$ cat config.mk
export PLATFORM = sky130hd
export DESIGN_NAME = nap_timer_ctrl
export DESIGN_NICKNAME = d
export VERILOG_FILES = /design/src/rtl/nap_pkg.sv /design/src/rtl/nap_timer_ctrl_if.sv /design/src/rtl/bcd_time_decrement.sv /design/src/rtl/nap_timer_ctrl.sv
export SDC_FILE = /design/constraint.sdc
export NUM_CORES = 1
export LEC_CHECK = 0
export ABC_AREA = 1
export ABC_CLOCK_PERIOD_IN_PS = 2810
export CAP_MARGIN = 20
export CORE_UTILIZATION = 52
export DETAILED_ROUTE_END_ITERATION = 10
export GPL_TIMING_DRIVEN = 0
export HOLD_SLACK_MARGIN = 0.1
export MAX_ROUTING_LAYER = met4
export PLACE_DENSITY_LB_ADDON = 0.25
export SLEW_MARGIN = 15
export SYNTH_ARGS = -nofsm -noshare
export SYNTH_HDL_FRONTEND = slang
export SYNTH_HIERARCHICAL = 1
export SYNTH_SLANG_ARGS = --single-unit
$ cat constraint.sdc
create_clock -name clk -period 2.81 [get_ports clk]
set_input_delay 0.7025 -clock clk [delete_from_list [all_inputs] [get_ports clk]]
set_output_delay 0.7025 -clock clk [all_outputs]
set_load 0.05 [all_outputs]
$ cat src/rtl/nap_pkg.sv
// rtl/nap_pkg.sv - shared types, state encodings and BCD helpers for the nap timer
package nap_pkg;

  typedef logic [3:0] bcd_t;

  typedef struct packed {
    bcd_t hour_ten;
    bcd_t hour_one;
    bcd_t min_ten;
    bcd_t min_one;
    bcd_t sec_ten;
    bcd_t sec_one;
  } nap_time_t;

  typedef enum logic [2:0] {
    S_IDLE  = 3'd0,
    S_ARMED = 3'd1,
    S_RUN   = 3'd2,
    S_PAUSE = 3'd3,
    S_ALARM = 3'd4
  } nap_state_e;

  localparam logic [2:0] ST_IDLE  = 3'd0;
  localparam logic [2:0] ST_ARMED = 3'd1;
  localparam logic [2:0] ST_RUN   = 3'd2;
  localparam logic [2:0] ST_PAUSE = 3'd3;
  localparam logic [2:0] ST_ALARM = 3'd4;

  function automatic logic bcd_valid(input nap_time_t t);
    return (t.hour_ten <= 4'd9) && (t.hour_one <= 4'd9) &&
           (t.min_ten  <= 4'd5) && (t.min_one  <= 4'd9) &&
           (t.sec_ten  <= 4'd5) && (t.sec_one  <= 4'd9);
  endfunction

endpackage

$ cat src/rtl/nap_timer_ctrl_if.sv
// rtl/nap_timer_ctrl_if.sv - time/decrement bundle between the controller and the borrow chain
interface nap_timer_ctrl_if;
  import nap_pkg::*;

  nap_time_t time_cur;
  nap_time_t time_dec;
  logic      zero;

  modport master (output time_cur, input time_dec, input zero);
  modport slave  (input time_cur, output time_dec, output zero);

endinterface

$ cat src/rtl/bcd_time_decrement.sv
// rtl/bcd_time_decrement.sv - combinational hh:mm:ss minus one second; zero flags a 00:00:00 result
module bcd_time_decrement
  import nap_pkg::*;
(
  nap_timer_ctrl_if.slave dec
);

  nap_time_t r;

  // Saturates at 00:00:00 so the countdown can never wrap to 99:59:59.
  always_comb begin
    r = dec.time_cur;
    if (dec.time_cur != '0) begin
      if (r.sec_one != 4'd0) r.sec_one = r.sec_one - 4'd1;
      else begin
        r.sec_one = 4'd9;
        if (r.sec_ten != 4'd0) r.sec_ten = r.sec_ten - 4'd1;
        else begin
          r.sec_ten = 4'd5;
          if (r.min_one != 4'd0) r.min_one = r.min_one - 4'd1;
          else begin
            r.min_one = 4'd9;
            if (r.min_ten != 4'd0) r.min_ten = r.min_ten - 4'd1;
            else begin
              r.min_ten = 4'd5;
              if (r.hour_one != 4'd0) r.hour_one = r.hour_one - 4'd1;
              else begin
                r.hour_one = 4'd9;
                r.hour_ten = r.hour_ten - 4'd1;
              end
            end
          end
        end
      end
    end
  end

  assign dec.time_dec = r;
  assign dec.zero     = (r == '0);

endmodule

$ cat src/rtl/nap_timer_ctrl.sv
// rtl/nap_timer_ctrl.sv - nap countdown timer FSM; optional snooze via NAP_SNOOZE_EN
module nap_timer_ctrl
  import nap_pkg::*;
#(
  parameter int ALARM_TICKS = 60,
  parameter int SNOOZE_MIN  = 5
) (
  input  logic       clk,
  input  logic       rst,
  input  logic       tick_1hz,
  input  logic       load,
  input  logic [3:0] hour_ten_in,
  input  logic [3:0] hour_one_in,
  input  logic [3:0] min_ten_in,
  input  logic [3:0] min_one_in,
  input  logic [3:0] sec_ten_in,
  input  logic [3:0] sec_one_in,
  input  logic       start,
  input  logic       pause,
  input  logic       cancel,
`ifdef NAP_SNOOZE_EN
  input  logic       snooze,
`endif
  output logic [3:0] hour_ten_out,
  output logic [3:0] hour_one_out,
  output logic [3:0] min_ten_out,
  output logic [3:0] min_one_out,
  output logic [3:0] sec_ten_out,
  output logic [3:0] sec_one_out,
  output logic       alarm,
  output logic       busy,
  output logic       load_err,
  output logic [2:0] state_out
);

  if (ALARM_TICKS < 1 || ALARM_TICKS > 255 || SNOOZE_MIN < 1 || SNOOZE_MIN > 59) begin : g_bad_param
    $error("nap_timer_ctrl: ALARM_TICKS or SNOOZE_MIN out of range");
  end

  localparam logic [7:0] ALARM_LAST = 8'(ALARM_TICKS - 1);

  logic [2:0] state_q, state_d;
  nap_time_t  time_q, time_d;
  logic [7:0] acnt_q, acnt_d;
  logic       lerr_q, lerr_d;
  nap_time_t  load_time;

  nap_timer_ctrl_if u_dec_if ();
  bcd_time_decrement u_dec (.dec(u_dec_if.slave));

  assign u_dec_if.time_cur = time_q;
  assign load_time = '{hour_ten: hour_ten_in, hour_one: hour_one_in,
                       min_ten:  min_ten_in,  min_one:  min_one_in,
                       sec_ten:  sec_ten_in,  sec_one:  sec_one_in};

  always_comb begin
    state_d = state_q;
    time_d  = time_q;
    acnt_d  = acnt_q;
    lerr_d  = 1'b0;
    if (cancel) begin
      state_d = ST_IDLE;
      time_d  = '0;
      acnt_d  = '0;
    end else if (load && (state_q == ST_IDLE || state_q == ST_ARMED)) begin
      if (!bcd_valid(load_time)) begin
        lerr_d = 1'b1;
      end else if (load_time == '0) begin
        state_d = ST_IDLE;
        time_d  = '0;
      end else begin
        state_d = ST_ARMED;
        time_d  = load_time;
      end
    end else begin
      case (state_q)
        ST_ARMED, ST_PAUSE: if (start) state_d = ST_RUN;
        ST_RUN: begin
          // A pause landing on a tick wins; the tick is dropped.
          if (pause) begin
            state_d = ST_PAUSE;
          end else if (tick_1hz) begin
            time_d = u_dec_if.time_dec;
            if (u_dec_if.zero) begin
              state_d = ST_ALARM;
              acnt_d  = '0;
            end
          end
        end
        ST_ALARM: begin
`ifdef NAP_SNOOZE_EN
          if (snooze) begin
            state_d = ST_RUN;
            time_d  = '{hour_ten: 4'd0, hour_one: 4'd0,
                        min_ten: 4'(SNOOZE_MIN / 10), min_one: 4'(SNOOZE_MIN % 10),
                        sec_ten: 4'd0, sec_one: 4'd0};
            acnt_d  = '0;
          end else
`endif
          if (tick_1hz) begin
            if (acnt_q == ALARM_LAST) begin
              state_d = ST_IDLE;
              acnt_d  = '0;
            end else begin
              acnt_d = acnt_q + 8'd1;
            end
          end
        end
        default: ;
      endcase
    end
  end

  always_ff @(posedge clk) begin
    if (rst) begin
      state_q <= ST_IDLE;
      time_q  <= '0;
      acnt_q  <= '0;
      lerr_q  <= 1'b0;
    end else begin
      state_q <= state_d;
      time_q  <= time_d;
      acnt_q  <= acnt_d;
      lerr_q  <= lerr_d;
    end
  end

  assign hour_ten_out = time_q.hour_ten;
  assign hour_one_out = time_q.hour_one;
  assign min_ten_out  = time_q.min_ten;
  assign min_one_out  = time_q.min_one;
  assign sec_ten_out  = time_q.sec_ten;
  assign sec_one_out  = time_q.sec_one;
  assign alarm        = (state_q == ST_ALARM);
  assign busy         = (state_q == ST_RUN) || (state_q == ST_PAUSE);
  assign load_err     = lerr_q;
  assign state_out    = state_q;

endmodule

# ---- Word-level counts from Yosys, hierarchy flattened
# Cells that the tools add are included.
dict set report totals {
  regBits 36
  elab_cells 100
  inputBits 31
}
dict set report op_classes {
  bitwise_logic 1
  n_mux 34
  n_lt_le_gt_ge 6
  reduce_logical 27
  n_addsub 7
  eq_ne 16
}
# op n
set op_table {}
lappend op_table {{$mux W24} 7}
lappend op_table {{$logic_not A24 Y1} 2}
lappend op_table {{$mux W8} 6}
lappend op_table {{$mux W3} 8}
lappend op_table {{$mux W4} 6}
lappend op_table {{$reduce_bool A24 Y1} 1}
lappend op_table {{$reduce_bool A4 Y1} 6}
lappend op_table {{$sub A4 B1 Y4 const B} 6}
lappend op_table {{$mux W20} 1}
lappend op_table {{$le A4 B4 Y1 const B} 4}
lappend op_table {{$mux W16} 1}
lappend op_table {{$pmux W8 S2} 1}
lappend op_table {{$mux W12} 1}
lappend op_table {{$pmux W3 S3} 1}
lappend op_table {{$add A8 B1 Y8 const B} 1}
lappend op_table {{$eq A8 B6 Y1 const B} 1}
lappend op_table {{$le A4 B3 Y1 const B} 2}
lappend op_table {{$reduce_and A7 Y1} 1}
lappend op_table {{$eq A3 B2 Y1 const B} 2}
lappend op_table {{$logic_and A1 B1 Y1} 6}
lappend op_table {{$ne A2 B1 Y1 const B} 3}
lappend op_table {{$ne A2 B2 Y1 const B} 3}
lappend op_table {{$reduce_and A6 Y1} 1}
lappend op_table {{$reduce_bool A2 Y1} 3}
lappend op_table {{other kinds (14)} 17}

# ---- Longest topological paths before layout
# Gate-level depths: netlist of run 1.
dict set report logic_depth {
  depth_word 13
  depth_mapped 21
  ltp_nobuf 21
}

# ---- Cells and area by module
# The synthesis of run 1 kept the hierarchy.
# module instances area_per_inst_um2 cells_each
set by_module_without_submodules {}
lappend by_module_without_submodules {nap_timer_ctrl 1 2074.5 318}
lappend by_module_without_submodules {bcd_time_decrement 1 965.9 197}

# ---- Worst setup path before layout of run 1
# OpenSTA, ideal clock, no wires.
dict set report synth_path {
  path_type {register to register}
  start {register time_q, in the netlist hour_ten_out[0]}
  end {register acnt_q[2]}
  path_stages_with_launch 20
  arrival_ns 2.477
  path_buffers 1
  path_slack_ns 0.219
  required_time_ns 2.695
  period_less_slack_ns 2.591
  cell_sequence {dfxtp_1 > inv_1 > ha_1 > nand2_1 > nor2_2 > nand3_4 > buf_6 > nand3_1 > nand2_1 > nand3_1 > nor2_1 > nand3_1 > nor2_1 > inv_1 > a21oi_2 > nand2_4 > inv_4 > o21ai_2 > nand2_2 > nor2_1}
}
dict set report synth_via {
  elab_chain_cells 10
  word_cells_on_any_way 11
  cone_classes {add/sub (1); eq/ne (1); mux (6); reduce/logical (3)}
}
# item line
set synth_lines {}
lappend synth_lines {{from (decl)} nap_timer_ctrl.sv:43} ;# nap_time_t time_q, time_d;
lappend synth_lines {{from (signal assigned)} nap_timer_ctrl.sv:122} ;# time_q <= time_d;
lappend synth_lines {{$sub A4 B1 Y4} bcd_time_decrement.sv:29} ;# r.hour_ten = r.hour_ten - 4'd1;
lappend synth_lines {{$mux W4} bcd_time_decrement.sv:26} ;# if (r.hour_one != 4'd0) r.hour_one = r.hour_one - 4'd1;
lappend synth_lines {{$mux W8} bcd_time_decrement.sv:23} ;# if (r.min_ten != 4'd0) r.min_ten = r.min_ten - 4'd1;
lappend synth_lines {{$mux W12} bcd_time_decrement.sv:20} ;# if (r.min_one != 4'd0) r.min_one = r.min_one - 4'd1;
lappend synth_lines {{$mux W16} bcd_time_decrement.sv:17} ;# if (r.sec_ten != 4'd0) r.sec_ten = r.sec_ten - 4'd1;
lappend synth_lines {{$mux W20} bcd_time_decrement.sv:14} ;# if (r.sec_one != 4'd0) r.sec_one = r.sec_one - 4'd1;
lappend synth_lines {{$mux W24 *} bcd_time_decrement.sv:13} ;# if (dec.time_cur != '0) begin
lappend synth_lines {{$logic_not A24 Y1 *} bcd_time_decrement.sv:39} ;# assign dec.zero = (r == '0);
lappend synth_lines {{via u_dec_if.zero} nap_timer_ctrl_if.sv:7} ;# logic zero;
lappend synth_lines {{$ne A2 B1 Y1 (no line) *} n/a}
lappend synth_lines {{$reduce_and A6 Y1 (no line) *} n/a}
lappend synth_lines {{to (signal assigned)} nap_timer_ctrl.sv:123} ;# acnt_q <= acnt_d;
lappend synth_lines {{to (decl)} nap_timer_ctrl.sv:44} ;# logic [7:0] acnt_q, acnt_d;
# The timed path passes the listed nets; every way through them passes the cells marked *.
# A chain may end at the register's enable or synchronous reset.

# ---- Final worst setup path of run 1
dict set report layout_path {
  start {register time_q, in the netlist hour_one_out[0]}
  end {register state_q[0], in the netlist state_out[0]}
}
dict set report layout_via {
  elab_chain_cells 10
  word_cells_on_any_way 13
  cone_classes {add/sub (1); eq/ne (1); mux (7); reduce/logical (4)}
}
# item line
set layout_lines {}
lappend layout_lines {{$sub A4 B1 Y4 or $reduce_bool A4 Y1 (tied branches)} bcd_time_decrement.sv:26}
lappend layout_lines {{$mux W4} bcd_time_decrement.sv:26}
lappend layout_lines {{$mux W8} bcd_time_decrement.sv:23}
lappend layout_lines {{$mux W12} bcd_time_decrement.sv:20}
lappend layout_lines {{$mux W16} bcd_time_decrement.sv:17}
lappend layout_lines {{$mux W20} bcd_time_decrement.sv:14}
lappend layout_lines {{$mux W24 *} bcd_time_decrement.sv:13}
lappend layout_lines {{$logic_not A24 Y1 *} bcd_time_decrement.sv:39}
lappend layout_lines {{via u_dec_if.zero} nap_timer_ctrl_if.sv:7}
lappend layout_lines {{$ne A4 B3 Y1 (no line) *} n/a}
lappend layout_lines {{$reduce_and A7 Y1 (no line) *} n/a}
lappend layout_lines {{to (signal assigned)} nap_timer_ctrl.sv:121} ;# state_q <= state_d;
lappend layout_lines {{to (decl)} nap_timer_ctrl.sv:42} ;# logic [2:0] state_q, state_d;
# Marks and branches as above.

==> impl_metrics.ini, run 1 <==
[outcome]
status = finished, final reports clean

[clock_tree]
path_clk_slew_ns = 0.08
ctsHoldBuffers = 0
numCtsBuffers = 5
cts.sinks = 36
cts_tree = done
clk-insertion-delay-late_ns = 0.30
h-tree-depth = 2
clock_path_buffers = 2
cts_root_buf = clkbuf_8

[routing]
num_vias = 3492
firstDrtPassIters = 4
ant_nets = 0
viasPerCell = 5.29
wl_um = 8910
wl_per_cell_um = 13.5
drc = 0
drt-initial-drc-count = 234

[die]
die_w_um = 78.5
row_count = 27
die_y_um = 78.5
initial_core_util_pct = 54.5
coreArea_um2 = 5570
die_area_um2 = 6160
boundaryPins = 61

[setup_path]
rr_startpoint = hour_one_out[0]$_SDFFE_PP0P_
critical_path.cell_chain = nor2_2 > nand2_1 > nor2_4 > nand3_4 > nand2_2 > inv_1 > nor2_1 > nand2_1 > nor2_1 > nand3_1 > nor2_1 > inv_1 > nand4_1 > nand2_1 > nor2_2 > nand3_1 > nand2_1 > nand2_1 > nor2_1
cp_slowest_cell = dfxtp_1
r2r_cells = 19
cp.arrival_ns = 2.86
crit_path_frequent_cell = nand2_1
r2r_end = state_out[0]$_SDFFE_PP0P_
cp-end-kind = flip-flop
rrSetupSlack_ns = 0.19
critPathKind = reg -> reg
startpoint_type = flip-flop
cp_max_fo = 6
critical_path.max_stage_delay_ns = 0.38
required_ns = 3.05

[yosys]
yosysTopAreaCell = dfxtp_1
synth_cell_types = 37
synth_top_area_share_pct = 23.7
synth_area_um2 = 3040
synthArstFlopShare_pct = 0
synth_fp_nets = 549
syn_avg_cell_area_um2 = 5.90
yosysSeqAreaShare_pct = 23.7
ys.flop_type = dfxtp_1
yosysWarnings = 6
syn_inst = 515
synthTopCellsByArea = dfxtp_1 24%, nand2_1 16%, nor2_1 11%, inv_1 8.4%, nor2_2 5.6%
ys_ff_latch = 36
synth_edf_count = 0

[sta]
slew_violations = 0
period_share_pct = 93.4
worstMarginPinSlew_ns = 0.541
fin_crit_ns = 2.62
skew_ns = 0.00988
slew_headroom_pct = 64.0
fmax_mhz = 381
hold_viol_final = 0
finalSetupViolations = 0
whs_ns = 0.504

[worst_hold_path]
min_to = acnt_q[1]$_SDFFE_PP0P_
min_path_cells = 2
hold_class = reg -> reg
hp-start = acnt_q[1]$_SDFFE_PP0P_

[placement]
port_buffers = 60
gp_congestion = 0.924
dpl.cell_count = 647
post-dp-hpwl_um = 6500

[global_route]
grt.total_usage_pct = 30.2
grt_pass1_vias = 3138
grt_pass1_wl_um = 14300
gr-total-overflow = 0
grt_max_degree = 12
antenna_found_initial = 0

[cells_and_area]
syn_to_final_growth_pct = 28.6
stdcell_count = 660
num_antenna_cells = 0
drive_gt1_share_pct = 16.0
nets = 621

[power]
ir_drop_mv = 0.321
p_leak_nw = 1.90
power_density_nw_per_um2 = 374
p_total_mw = 1.46

[job]
cap_violations = 0
critical path: cells and delay by family, from the launching register on:
family	cells	cell delay, ns
AND/OR/NAND/NOR	17	2.06
flip-flops	1	0.38
buffers and inverters	2	0.15
cell usage in the layout, fill, tap and decap left out, types with 2 or more instances in the layout:
| master | synthesis | layout |
|---|---|---|
| nor2_1 | 89 | 85 |
| o21ai_1 | 23 | 24 |
| nand3_4 | 2 | 2 |
| nor2_2 | 27 | 29 |
| inv_1 | 68 | 66 |
| nand4_1 | 10 | 10 |
| a31oi_1 | 2 | 2 |
| clkbuf_8 | 1 | 6 |
| inv_2 | 7 | 9 |
| nand3_1 | 24 | 24 |
| a21oi_1 | 9 | 9 |
| o21ai_0 | 27 | 26 |
| nor3_1 | 5 | 5 |
| buf_2 | 2 | 2 |
| buf_6 | 5 | 5 |
| clkbuf_1 | 3 | 4 |
| nand2_4 | 5 | 6 |
| a21oi_2 | 2 | 2 |
| clkdlybuf4s50_1 | 0 | 60 |
| buf_4 | 2 | 6 |
| dfxtp_1 | 36 | 35 |
| nand3b_1 | 4 | 4 |
| nand3_2 | 2 | 2 |
| xor2_1 | 3 | 3 |
| nand2_1 | 130 | 128 |
| nand2_2 | 7 | 8 |
| ha_1 | 3 | 3 |
| nor2_4 | 7 | 10 |
metal layers:
metal	wire, um	up-vias	track usage [%]
met4	188	0	10.9
met1	3890	1547	36.5
met2	4170	176	49.6
met5	0	-	-
met3	652	23	6.40
li1	-	1746	-
Yosys cell counts, types with 2 or more instances:
cell	n
inv_1	68
nand2_4	5
nand2_2	7
o21ai_1	23
o21ai_0	27
a21oi_1	9
nand2_1	130
a31oi_1	2
nand3b_1	4
nor2_2	27
nor2_4	7
buf_4	2
a21oi_2	2
nor2_1	89
nor3_1	5
clkbuf_1	3
buf_2	2
ha_1	3
dfxtp_1	36
xor2_1	3
inv_2	7
nand3_1	24
buf_6	5
nand3_4	2
nand3_2	2
nand4_1	10
report_power, final:
part           internal (mW)  total, mW  switching [mW]
sequential             0.516      0.525         0.00913
clock                  0.264      0.466           0.202
combinational          0.175      0.473           0.298
worst max-delay path by stage:
stage	slack (ns)	endpoint	depth (start not counted)	from
6_report	0.19	state_out[0]$_SDFFE_PP0P_	19	hour_one_out[0]$_SDFFE_PP0P_
5_1_grt	-0.03	state_out[0]$_SDFFE_PP0P_	20	hour_one_out[0]$_SDFFE_PP0P_
4_1_cts	0.07	acnt_q[2]$_SDFFE_PP0P_	19	hour_ten_out[0]$_SDFFE_PP0P_
3_5_place_dp	0.15	acnt_q[2]$_SDFFE_PP0P_	19	hour_ten_out[0]$_SDFFE_PP0P_
3_3_place_gp	0.19	acnt_q[7]$_SDFFE_PP0P_	19	hour_ten_out[0]$_SDFFE_PP0P_
2_1_floorplan	0.22	acnt_q[2]$_SDFFE_PP0P_	19	hour_ten_out[0]$_SDFFE_PP0P_
cell families after synthesis:
| logic type | share of synthesized area [%] |
|---|---|
| adders and majority gates | 1.23 |
| xor gates and xnor gates | 1.15 |
| buffers and inverters | 13.1 |
| DFF | 23.7 |
| and+or+nand+nor | 49.1 |
| AOI/OAI and AO/OA | 11.8 |
metrics by stage:
| step | util [%] | worst slack [ns] | area [um2] | setup TNS [ns] |
|---|---|---|---|---|
| 2_1_floorplan | - | 0.219 | 3040 | 0 |
| 3_3_place_gp | 66.9 | 0.192 | 3730 | 0 |
| 3_5_place_dp | 66.9 | 0.145 | 3730 | 0 |
| 4_1_cts | 68.9 | 0.0709 | 3840 | 0 |
| 5_1_grt | 70.2 | -0.0339 | 3910 | -0.146 |
| 6_report | 70.2 | 0.186 | 3910 | 0 |
flip-flops by register name (all words and copies together) (netlist names):
name	flops
sec_one_out	4
load_err	1
hour_one_out	4
acnt_q	8
state_out	3
min_one_out	4
min_ten_out	4
hour_ten_out	4
sec_ten_out	4
area by class of cell:
type                       count  area, um2
clock buffer                   6       72.6
sequential                    36        722
multi-input combinational    390       1960
clock inverter                 2       35.0
buffer                        14        110
timing repair buffer          64        631
tap                           72       90.1
fill                         516       1660
inverter                      76        288
repair_timing:
action                     CTS  global route
setup endpoints to repair    0            11
buffers inserted             0             4
resized for setup            0            14
Note: power is estimated with default switching activity, not from simulation.
==> inputs of run 2 (changes only) <==
- ABC_AREA: 1 -> not set
- CAP_MARGIN: 20 -> 0
- CORE_UTILIZATION: 52 -> 50
==> run 2 against run 1 <==
The run now ends with setup timing left. Largest power group unchanged. Maximum frequency is 18% lower. Sequential share of layout area is 1.6 points higher. Clock-buffer cell count is 2 higher. Clock power is 9.7% lower. Critical path type unchanged.
==> impl_metrics.ini, run 2 <==
[outcome]
status = finished with violations
violations = setup timing

[worst_hold_path]
hold_class = reg -> reg
hp-start = acnt_q[1]$_SDFFE_PP0P_
min_to = acnt_q[1]$_SDFFE_PP0P_
min_path_cells = 2

[power]
power.switching_mw = 0.408
seqPwrFrac_pct = 39.5
internal-power_mw = 0.907
sw_frac_of_total_pct = 31.0
p_leak_nw = 1.47
p_total_mw = 1.31
ir_drop_mv = 0.300
power_density_nw_per_um2 = 347
p_comb_share_pct = 28.4
clkPwrFrac_pct = 32.0

[routing]
ant_nets = 0
viasPerCell = 6.34
wl_um = 8770
firstDrtPassIters = 5
num_vias = 3035
drt-initial-drc-count = 362
wl_per_cell_um = 18.3
drc = 0

[placement]
placed_cell_area_um2 = 3340
gp_congestion = 0.947
port_buffers = 60
post-dp-hpwl_um = 5770

[yosys]
synth.most_common_cell = nand2_1
yosysWarnings = 6
synth_area_um2 = 2560
ys.flop_type = dfxtp_1
synth_cell_types = 56
yosysTopAreaCell = dfxtp_1
synth_edf_count = 0
ys_ff_latch = 36
synthTopCellsByArea = dfxtp_1 28%, nand2_1 7.6%, a211oi_2 4.9%, nor2_1 4.3%, mux2i_1 3.9%
synthArstFlopShare_pct = 0
yosysSeqAreaShare_pct = 28.1
syn_avg_cell_area_um2 = 7.88
syn_inst = 325
synth_fp_nets = 359
synth_commonest_cells = 52 x nand2_1, 36 x dfxtp_1, 29 x nor2_1
synth_top_area_share_pct = 28.1

[setup_path]
rr_startpoint = min_ten_out[2]$_SDFFE_PP0P_
startpoint_type = flip-flop
cp-end-kind = flip-flop
r2r_end = acnt_q[4]$_SDFFE_PP0P_
r2r_cells = 10
cp.arrival_ns = 3.44
critPathKind = reg -> reg
required_ns = 3.04
cp_max_fo = 6
rrSetupSlack_ns = -0.40

[clock_tree]
cts_root_buf = clkbuf_8
path_clk_slew_ns = 0.08
ctsHoldBuffers = 0
h-tree-depth = 2
clk-insertion-delay-late_ns = 0.29
clock_path_buffers = 2
cts.sinks = 36
numCtsBuffers = 5
cts_tree = done

[sta]
slew_headroom_pct = 41.0
whs_ns = 0.507
fmax_mhz = 311
slew_violations = 0
hold_viol_final = 0
worstMarginPinSlew_ns = 0.881
fin_crit_ns = 3.21
finalSetupViolations = 11
fin_tns_setup_ns = -3.02
period_share_pct = 114
rsz0062_at_grt = true
worst_slack_ns = -0.404
skew_ns = 0.00539

[cells_and_area]
syn_to_final_growth_pct = 47.8
regMostFlops = acnt_q
final_common_cell = clkdlybuf4s50_1
final_util_pct = 78.6
final_cell_mix = 59 x clkdlybuf4s50_1, 47 x nand2_1, 27 x nor2_1
largest_register_ffs = 8
num_antenna_cells = 0
stdcell_area_um2 = 3790
drive_gt1_share_pct = 28.9
nets = 445
num-fill-cells = 353

[die]
die_area_um2 = 5410
die_w_um = 73.6
row_count = 25
die_y_um = 73.6
coreArea_um2 = 4820
initial_core_util_pct = 53.2
boundaryPins = 61

[global_route]
grt_pass1_wl_um = 13300
antenna_found_initial = 0
grt_max_degree = 12
grt_pass1_vias = 2769
gr-total-overflow = 0
grt.total_usage_pct = 33.3

[job]
cap_violations = 0
==> run 2: changes by cell type after synthesis, moves of 8 or more <==
cell and change:
nand2_1 -78, inv_1 -63, nor2_1 -60, nor2_2 -26, o21ai_1 -21, nand3_1 -19
nor3_1 +13, o21ai_0 -13, o31ai_1 +13, nor4_1 +12, a31oi_1 +11, a211oi_2 +10
mux2i_1 +10, xnor2_1 +8
==> run 2: power groups by stage <==
stage / clock network, mW / registers (mW) / logic (mW)
2_1_floorplan: 0 / 0.548 / 0.178
3_3_place_gp: 0 / 0.531 / 0.295
3_5_place_dp: 0 / 0.531 / 0.300
4_1_cts: 0.414 / 0.520 / 0.340
5_1_grt: 0.445 / 0.521 / 0.395
6_report: 0.421 / 0.520 / 0.374
==> run 2: metal layers <==
layer	GRT usage (%)	vias up	wire [um]
met5	-	-	0
met2	55.5	186	4280
met1	38.8	1421	3430
li1	-	1373	-
met4	14.5	0	438
met3	6.45	55	617
==> run 2: cell families (layout without fill, tap and decap cells) <==
family / count (synthesis) / after routing / synth area share, %
and+or+nand+nor: 165 / 165 / 34.6
AOI/OAI and AO/OA: 73 / 73 / 21.2
DFF: 36 / 36 / 28.1
buffers and inverters: 22 / 109 / 4.79
muxes: 15 / 15 / 6.11
xor gates and xnor gates: 11 / 11 / 3.76
adders and majority gates: 3 / 3 / 1.47
==> run 2: what timing repair did <==
item	in CTS	in global routing
pin swaps	20	24
gates cloned	0	0
setup buffers	13	7
hold endpoints to repair	0	0
resized for setup	16	26
endpoints found under the setup margin	12	13
==> run 2: per-stage QoR <==
stage / cells / setup slack [ns]
floorplan: 325 / -0.0491
global placement: 452 / -0.337
detailed placement: 452 / -0.430
CTS: 473 / -0.335
global route: 479 / -0.483
finish: 479 / -0.404
==> run 2: cell type report <==
cell class,count,area (um2),area share (%)
multi-input cells,267,1960,51.8
repair buffers,79,757,20.0
well taps,67,83.8,2.21
plain buffers,17,104,2.74
clock buffers,8,100,2.64
inverters,5,18.8,0.496
flip-flops and latches,36,761,20.1
==> run 2: worst max path at each step <==
stage	from	endpoint
after floorplan	sec_one_out[3]$_SDFFE_PP0P_	state_out[1]$_SDFFE_PP0P_
after global placement	hour_ten_out[0]$_SDFFE_PP0P_	acnt_q[7]$_SDFFE_PP0P_
after detailed placement	hour_ten_out[0]$_SDFFE_PP0P_	state_out[1]$_SDFFE_PP0P_
after CTS	sec_one_out[0]$_SDFFE_PP0P_	state_out[1]$_SDFFE_PP0P_
after global routing	sec_one_out[0]$_SDFFE_PP0P_	acnt_q[4]$_SDFFE_PP0P_
final	min_ten_out[2]$_SDFFE_PP0P_	acnt_q[4]$_SDFFE_PP0P_
==> run 2: critical path, stage by stage (launching register included) <==
cell      delay [ns]
dfxtp_4         0.37
or4_1           0.52
a21oi_1         0.17
nand4_1         0.17
nor4b_4         0.41
nand2b_4        0.08
nor4_4          0.31
and4bb_2        0.29
o211ai_1        0.24
or3_4           0.44
a21oi_2         0.14
